## src/rtl/mdu_sequencer.sv

```systemverilog
// ---------------------------------------------------------------------------
// mdu_sequencer
//   Multi-cycle multiply/divide sequencer that sits beside the execute stage.
//   It accepts MULT/MULTU/DIV/DIVU and iterates one bit per cycle: shift-add
//   for multiply, restoring shift-subtract for divide. It owns HI/LO and
//   stalls the pipeline when a HI/LO access or a new op hits a busy unit.
//
//   Timeline for one op (edge 0 = edge where start is sampled in IDLE):
//     edge 0          : operands latched as magnitudes, state -> MUL/DIV
//     edges 1..WIDTH  : one iteration per edge, last one moves to FIX
//     edge WIDTH+1    : sign fix applied, HI/LO written, done pulses next cycle
//
// Ports
//   clk, rst_n       clock, asynchronous active-low reset
//   start, op, a, b  op request (00 MULT, 01 MULTU, 10 DIV, 11 DIVU)
//   flush            abort any in-flight op, drop a same-cycle start
//   hilo_rd          MFHI/MFLO in execute (only affects stall)
//   wr_hi, wr_lo,    MTHI/MTLO write strobes and data, honoured only in IDLE
//   wr_data
//   busy             state != IDLE
//   stall            busy & (hilo_rd | wr_hi | wr_lo | start)
//   done             one-cycle pulse, HI/LO already hold the result
//   hi, lo           HI/LO registers
//
// Build option
//   MDU_EARLY_OUT_EN : multiply leaves the iteration loop as soon as the
//                      remaining multiplier bits are all zero.
// ---------------------------------------------------------------------------
module mdu_sequencer #(
    parameter int unsigned WIDTH = 32
) (
    input  logic             clk,
    input  logic             rst_n,
    input  logic             start,
    input  logic [1:0]       op,
    input  logic [WIDTH-1:0] a,
    input  logic [WIDTH-1:0] b,
    input  logic             flush,
    input  logic             hilo_rd,
    input  logic             wr_hi,
    input  logic             wr_lo,
    input  logic [WIDTH-1:0] wr_data,
    output logic             busy,
    output logic             stall,
    output logic             done,
    output logic [WIDTH-1:0] hi,
    output logic [WIDTH-1:0] lo
);

    localparam int unsigned CW = (WIDTH > 1) ? $clog2(WIDTH) : 1;

    typedef enum logic [1:0] {
        StIdle,
        StMul,
        StDiv,
        StFix
    } state_e;

    state_e               state_q, state_d;
    logic [CW-1:0]        cnt_q, cnt_d;
    // MUL: running product. DIV: {partial remainder, dividend/quotient}.
    logic [2*WIDTH-1:0]   acc_q, acc_d;
    // MUL: left-shifting multiplicand. DIV: divisor in the low half.
    logic [2*WIDTH-1:0]   opd_q, opd_d;
    logic [WIDTH-1:0]     mpl_q, mpl_d;
    logic                 is_div_q, is_div_d;
    logic                 bz_q, bz_d;       // divisor was zero
    logic                 neg_lo_q, neg_lo_d; // negate product / quotient
    logic                 neg_hi_q, neg_hi_d; // negate remainder
    logic [WIDTH-1:0]     hi_q, hi_d;
    logic [WIDTH-1:0]     lo_q, lo_d;
    logic                 done_q, done_d;

    // Combinational helpers
    logic                 signed_op;
    logic                 a_neg, b_neg;
    logic [WIDTH-1:0]     a_mag, b_mag;
    logic [2*WIDTH:0]     div_shift;
    logic [WIDTH+1:0]     div_trial;
    logic [2*WIDTH-1:0]   prod_fix;
    logic [WIDTH-1:0]     quo, rem;
    logic                 mul_last;

    always_comb begin
        signed_op = ~op[0];
        a_neg     = signed_op & a[WIDTH-1];
        b_neg     = signed_op & b[WIDTH-1];
        a_mag     = a_neg ? (~a + 1'b1) : a;
        b_mag     = b_neg ? (~b + 1'b1) : b;

        // Restoring step: shift {rem, dividend} left, trial-subtract divisor
        // from the upper WIDTH+1 bits; the extra MSB of div_trial is the borrow.
        div_shift = {acc_q, 1'b0};
        div_trial = {1'b0, div_shift[2*WIDTH:WIDTH]} - {2'b00, opd_q[WIDTH-1:0]};

        prod_fix  = neg_lo_q ? (~acc_q + 1'b1) : acc_q;
        quo       = acc_q[WIDTH-1:0];
        rem       = acc_q[2*WIDTH-1:WIDTH];

`ifdef MDU_EARLY_OUT_EN
        mul_last  = (cnt_q == '0) || ((mpl_q >> 1) == '0);
`else
        mul_last  = (cnt_q == '0);
`endif
    end

    always_comb begin
        state_d  = state_q;
        cnt_d    = cnt_q;
        acc_d    = acc_q;
        opd_d    = opd_q;
        mpl_d    = mpl_q;
        is_div_d = is_div_q;
        bz_d     = bz_q;
        neg_lo_d = neg_lo_q;
        neg_hi_d = neg_hi_q;
        hi_d     = hi_q;
        lo_d     = lo_q;
        done_d   = 1'b0;

        unique case (state_q)
            StIdle: begin
                if (wr_hi) hi_d = wr_data;
                if (wr_lo) lo_d = wr_data;
                if (start && !flush) begin
                    cnt_d    = CW'(WIDTH - 1);
                    is_div_d = op[1];
                    bz_d     = (b == '0);
                    neg_hi_d = a_neg;
                    // Divide by zero keeps the all-ones quotient unsigned.
                    neg_lo_d = (a_neg ^ b_neg) & ~(op[1] & (b == '0));
                    if (op[1]) begin
                        acc_d   = {{WIDTH{1'b0}}, a_mag};
                        opd_d   = {{WIDTH{1'b0}}, b_mag};
                        mpl_d   = '0;
                        state_d = StDiv;
                    end else begin
                        acc_d   = '0;
                        opd_d   = {{WIDTH{1'b0}}, a_mag};
                        mpl_d   = b_mag;
                        state_d = StMul;
                    end
                end
            end

            StMul: begin
                if (mpl_q[0]) acc_d = acc_q + opd_q;
                opd_d = opd_q << 1;
                mpl_d = mpl_q >> 1;
                cnt_d = (cnt_q == '0) ? '0 : cnt_q - 1'b1;
                if (mul_last) state_d = StFix;
            end

            StDiv: begin
                if (!div_trial[WIDTH+1]) begin
                    acc_d = {div_trial[WIDTH-1:0], acc_q[WIDTH-2:0], 1'b1};
                end else begin
                    acc_d = {div_shift[2*WIDTH-1:WIDTH], acc_q[WIDTH-2:0], 1'b0};
                end
                cnt_d = (cnt_q == '0) ? '0 : cnt_q - 1'b1;
                if (cnt_q == '0) state_d = StFix;
            end

            StFix: begin
                if (is_div_q) begin
                    lo_d = bz_q ? {WIDTH{1'b1}} : (neg_lo_q ? (~quo + 1'b1) : quo);
                    hi_d = neg_hi_q ? (~rem + 1'b1) : rem;
                end else begin
                    {hi_d, lo_d} = prod_fix;
                end
                cnt_d   = '0;
                done_d  = 1'b1;
                state_d = StIdle;
            end

            default: state_d = StIdle;
        endcase

        // Squash: HI/LO keep their old contents and done never fires.
        if (flush && (state_q != StIdle)) begin
            state_d = StIdle;
            cnt_d   = '0;
            hi_d    = hi_q;
            lo_d    = lo_q;
            done_d  = 1'b0;
        end
    end

    always_ff @(posedge clk or negedge rst_n) begin
        if (!rst_n) begin
            state_q  <= StIdle;
            cnt_q    <= '0;
            acc_q    <= '0;
            opd_q    <= '0;
            mpl_q    <= '0;
            is_div_q <= 1'b0;
            bz_q     <= 1'b0;
            neg_lo_q <= 1'b0;
            neg_hi_q <= 1'b0;
            hi_q     <= '0;
            lo_q     <= '0;
            done_q   <= 1'b0;
        end else begin
            state_q  <= state_d;
            cnt_q    <= cnt_d;
            acc_q    <= acc_d;
            opd_q    <= opd_d;
            mpl_q    <= mpl_d;
            is_div_q <= is_div_d;
            bz_q     <= bz_d;
            neg_lo_q <= neg_lo_d;
            neg_hi_q <= neg_hi_d;
            hi_q     <= hi_d;
            lo_q     <= lo_d;
            done_q   <= done_d;
        end
    end

    assign busy  = (state_q != StIdle);
    assign stall = busy & (hilo_rd | wr_hi | wr_lo | start);
    assign done  = done_q;
    assign hi    = hi_q;
    assign lo    = lo_q;

endmodule
```

## config.mk

```make
export PLATFORM = sky130hd
export DESIGN_NAME = mdu_sequencer
export DESIGN_NICKNAME = d
export VERILOG_FILES = /design/src/rtl/mdu_sequencer.sv
export SDC_FILE = /design/constraint.sdc
export NUM_CORES = 1
export LEC_CHECK = 0
export BUFFER_PORTS_ARGS = -buffer_cell sky130_fd_sc_hd__buf_4
export CORE_ASPECT_RATIO = 1.4
export CORE_MARGIN = 3
export CORE_UTILIZATION = 55
export DETAILED_ROUTE_END_ITERATION = 8
export PLACE_DENSITY = 0.83
export SLEW_MARGIN = 20
export SYNTH_ARGS = -nofsm -noshare
export SYNTH_HDL_FRONTEND = slang
export SYNTH_SLANG_ARGS = --single-unit
```

## constraint.sdc

```tcl
create_clock -name clk -period 5.4 [get_ports clk]
set_input_delay 0 -clock clk [delete_from_list [all_inputs] [get_ports clk]]
set_output_delay 0 -clock clk [all_outputs]
set_load 0.05 [all_outputs]
```

==> results_dict.tcl <==
set metrics [dict create \
    grt_overflow 0 \
    final_area_mm2 0.02291 \
    antenna_found_initial 0 \
    max_cap_violations 0 \
    core_area_mm2 0.03507 \
    p_total_w 0.01452 \
    wl_met3_um 5056 \
    cts_tree "yes" \
    critPathCaptureType "flip-flop" \
    drive_above_1_share 0.1094 \
    crit_required_ns 5.80 \
    setup_viol 0 \
    die_w_um 165.5 \
    irDropWorstVdd_mv 0.6327 \
    ff2ff_path_depth 14 \
    clkTransAtPathRegs_ns 0.06 \
    synth_top_family_by_area "compound AO/OA/AOI/OAI gates" \
    nets 2879 \
    synth.most_common_cell "nand2_1" \
    synth_area_leader_cell "dfrtp_1" \
    yosys.area_share.simple 0.1863 \
    routedWlPerCell_um 23.55 \
    wirelength_met1_um 27370 \
    synth_nets 2720 \
    slew_violations 0 \
    final_cells 3144 \
    grt_usage 0.3805 \
    min_path_cells 5 \
    crit_path_frequent_cell "o21ai_0" \
    path_class "flip-flop to flip-flop" \
    synth_fa_ha_area_frac 0.06850 \
    crit_buf_inv 2 \
    synthMuxAreaShare 0.02006 \
    placed_area_mm2 0.02108 \
    synthTopCellsByCount "nand2_1 (322), o21ai_0 (290), dfrtp_1 (236)" \
    routed_via_density 6.614 \
    outcome "completed" \
    grt_max_degree 151 \
    finalClockSkew_ns 0.01323 \
    synthArstFlopShare 1.000 \
    synth-edff-count 0 \
    antenna_cells 0 \
    setup_tns_ns 0 \
    cts_buffers 26 \
    synthToLayoutAreaGrowth_pct 16.98 \
    ios 172 \
    syn_avg_cell_area_um2 7.804 \
    grt_first_pass_wirelength_um 113200 \
    root_buffer "clkbuf_16" \
    finalCritPeriodShare 0.7667 \
    cp_slowest_cell "a211oi_1" \
    power_density_mw_per_mm2 634.0 \
    ant_nets 0 \
    holdCritStartpoint "b[7]" \
    crit_chain "ha_1 -> inv_1 -> fa_1 -> nor2b_1 -> o21ai_0 -> a211oi_1 -> o21ai_0 -> buf_4 -> o21ai_0 -> a21oi_1 -> o21ai_0 -> a21boi_0 -> xor2_1 -> o221ai_1" \
    hold_class "primary input to flip-flop" \
    top_layer "met4" \
    ys_seq_elements 236 \
    synth_area_mm2 0.01958 \
    rsz0062_at_grt "false" \
    synth_compound_area_frac 0.2856 \
    initial_core_util 0.5584 \
    rrSetupSlack_ns 1.26 \
    worstPathMaxFanout 7 \
    dp.cells 3002 \
    cts_num_sinks 236 \
    synth_xor_area_frac 0.09035 \
    seq_area_frac_synth 0.3016 \
    clk_latency_ns 0.56 \
    crit_arrival_ns 4.54 \
    ys_warn_count 0 \
    clk_path_buf_depth 3 \
    die-height_um 229.3 \
    synth_area_leaders "dfrtp_1 (30%), o21ai_0 (7.4%), ha_1 (6.6%)" \
    num_rows 81 \
    netlist_instances 2509 \
    grt_pass1_vias 20482 \
    cp-start-kind "flip-flop" \
    whs_endpoint "mpl_q[7]$_DFFE_PN0P_" \
    design.die.area_mm2 0.03793 \
    drt_iter0_markers 2145 \
    ys_types 80 \
    fillCellCount 2924 \
    leakagePower_nw 10.25 \
    drc_errors 0 \
    timing.rr.start "acc_q[0]$_DFFE_PN0P_" \
    fin_crit_ns 4.140 \
    hold_viol 0 \
    totalWireLength_um 74040 \
    met2WireLength_um 35660 \
    timing.rr.end "acc_q[58]$_DFFE_PN0P_" \
    port_buffers 171 \
    timing.fmax_ghz 0.2415 \
    dp_hpwl_um 54630 \
    num_vias 20795 \
    drt_pass1_iterations 7 \
    synth_ff_type "dfrtp_1" \
    yosysTopAreaCellShare 0.3016 \
    maxSlewHeadroom 0.2190 \
    worst_pin_slew_ns 1.170 \
    crit_path_max_incr_delay_ns 0.57 \
    htree_num_levels 1 \
    gp_congestion 1.060 \
    critPathTopFamily "compound AO/OA/AOI/OAI gates" \
    cts_resized 0 \
]
worst min-delay path: cells and delay by family:
family,cells,cell delay (ns)
AND/OR/NAND/NOR,1,0.05
buffers and inverters,1,0.11
AO/OA/AOI/OAI,2,0.20
XOR/XNOR,1,0.15
metrics by stage:
step / hold slack, ns / util / setup slack, ns
after floorplan: -0.2956 / - / 2.231
after global placement: 0.1131 / 0.6013 / 1.447
after detailed placement: 0.1186 / 0.6013 / 1.364
after CTS: 0.0004815 / 0.6533 / 1.307
after global routing: 0.02302 / 0.6533 / 1.076
final: 0.008149 / 0.6533 / 1.260
per-layer routing:
layer	vias up	GRT usage
met5	-	0
met4	0	0.2590
met3	332	0.05754
met2	1087	0.6426
met1	9924	0.4372
li1	9452	-
cell usage in the layout (no fill, tap or decap), drive strengths merged, types with 20 or more instances in the layout:
master       count
nand3           28
mux2i           28
a22o            34
o21ai          295
a21o            47
o22ai           40
xnor2          124
or3             44
dlygate4sd3     94
buf            201
a211oi          31
a221oi          23
xor2            78
nand2b          20
nor2           205
nor3            49
dfrtp          236
a22oi           45
nand2          324
o31ai           30
inv             80
clkbuf          39
a21oi          202
ha             104
nor4            23
nand4           27
report_power, final:
part	total [W]	leakage (nW)	switching (W)	internal [W]
clock	0.00187	0.435	0.000782	0.00109
combinational	0.00940	6.80	0.00624	0.00316
sequential	0.00325	3.02	0.000822	0.00243
flip-flops by register name, indices dropped and copies added (netlist names):
register	cells
neg_hi_q	1
lo	32
hi	32
mpl_q	32
neg_lo_q	1
state_q	2
is_div_q	1
acc_q	64
done	1
opd_q	64
cnt_q	5
bz_q	1
how the worst max path moves through the flow:
stage,startpoint,end,depth (start not counted)
final,acc_q[0]$_DFFE_PN0P_,acc_q[58]$_DFFE_PN0P_,14
after CTS,opd_q[0]$_DFFE_PN0P_,acc_q[58]$_DFFE_PN0P_,14
after detailed placement,opd_q[0]$_DFFE_PN0P_,acc_q[58]$_DFFE_PN0P_,14
after global routing,opd_q[0]$_DFFE_PN0P_,acc_q[58]$_DFFE_PN0P_,14
after floorplan,acc_q[50]$_DFFE_PN0P_,acc_q[48]$_DFFE_PN0P_,12
after global placement,opd_q[0]$_DFFE_PN0P_,acc_q[58]$_DFFE_PN0P_,14
repair_timing:
action	in CTS	in global routing
buffers inserted	0	0
hold buffers	94	0
endpoints found under the hold margin	237	0
cell type report:
type                       instances  area [um^2]  share of cell area
clock buffer                      39        780.7             0.03408
clock inverter                     9        101.3            0.004424
inverter                          81        304.0             0.01327
multi-input combinational       2028        12770              0.5577
sequential                       236         5906              0.2578
tap                              456        570.5             0.02491
timing repair buffer             295         2470              0.1078
cells by family (layout without fill, tap and decap cells):
kind of cell,count (synthesis),count (layout)
flip-flops,236,236
AND/OR/NAND/NOR,791,791
XOR/XNOR,202,202
multiplexers,38,38
buffers and inverters,245,424
adder cells (fa/ha/maj),106,106
AO/OA/AOI/OAI,891,891
Note: power is estimated with default switching activity, not from simulation.
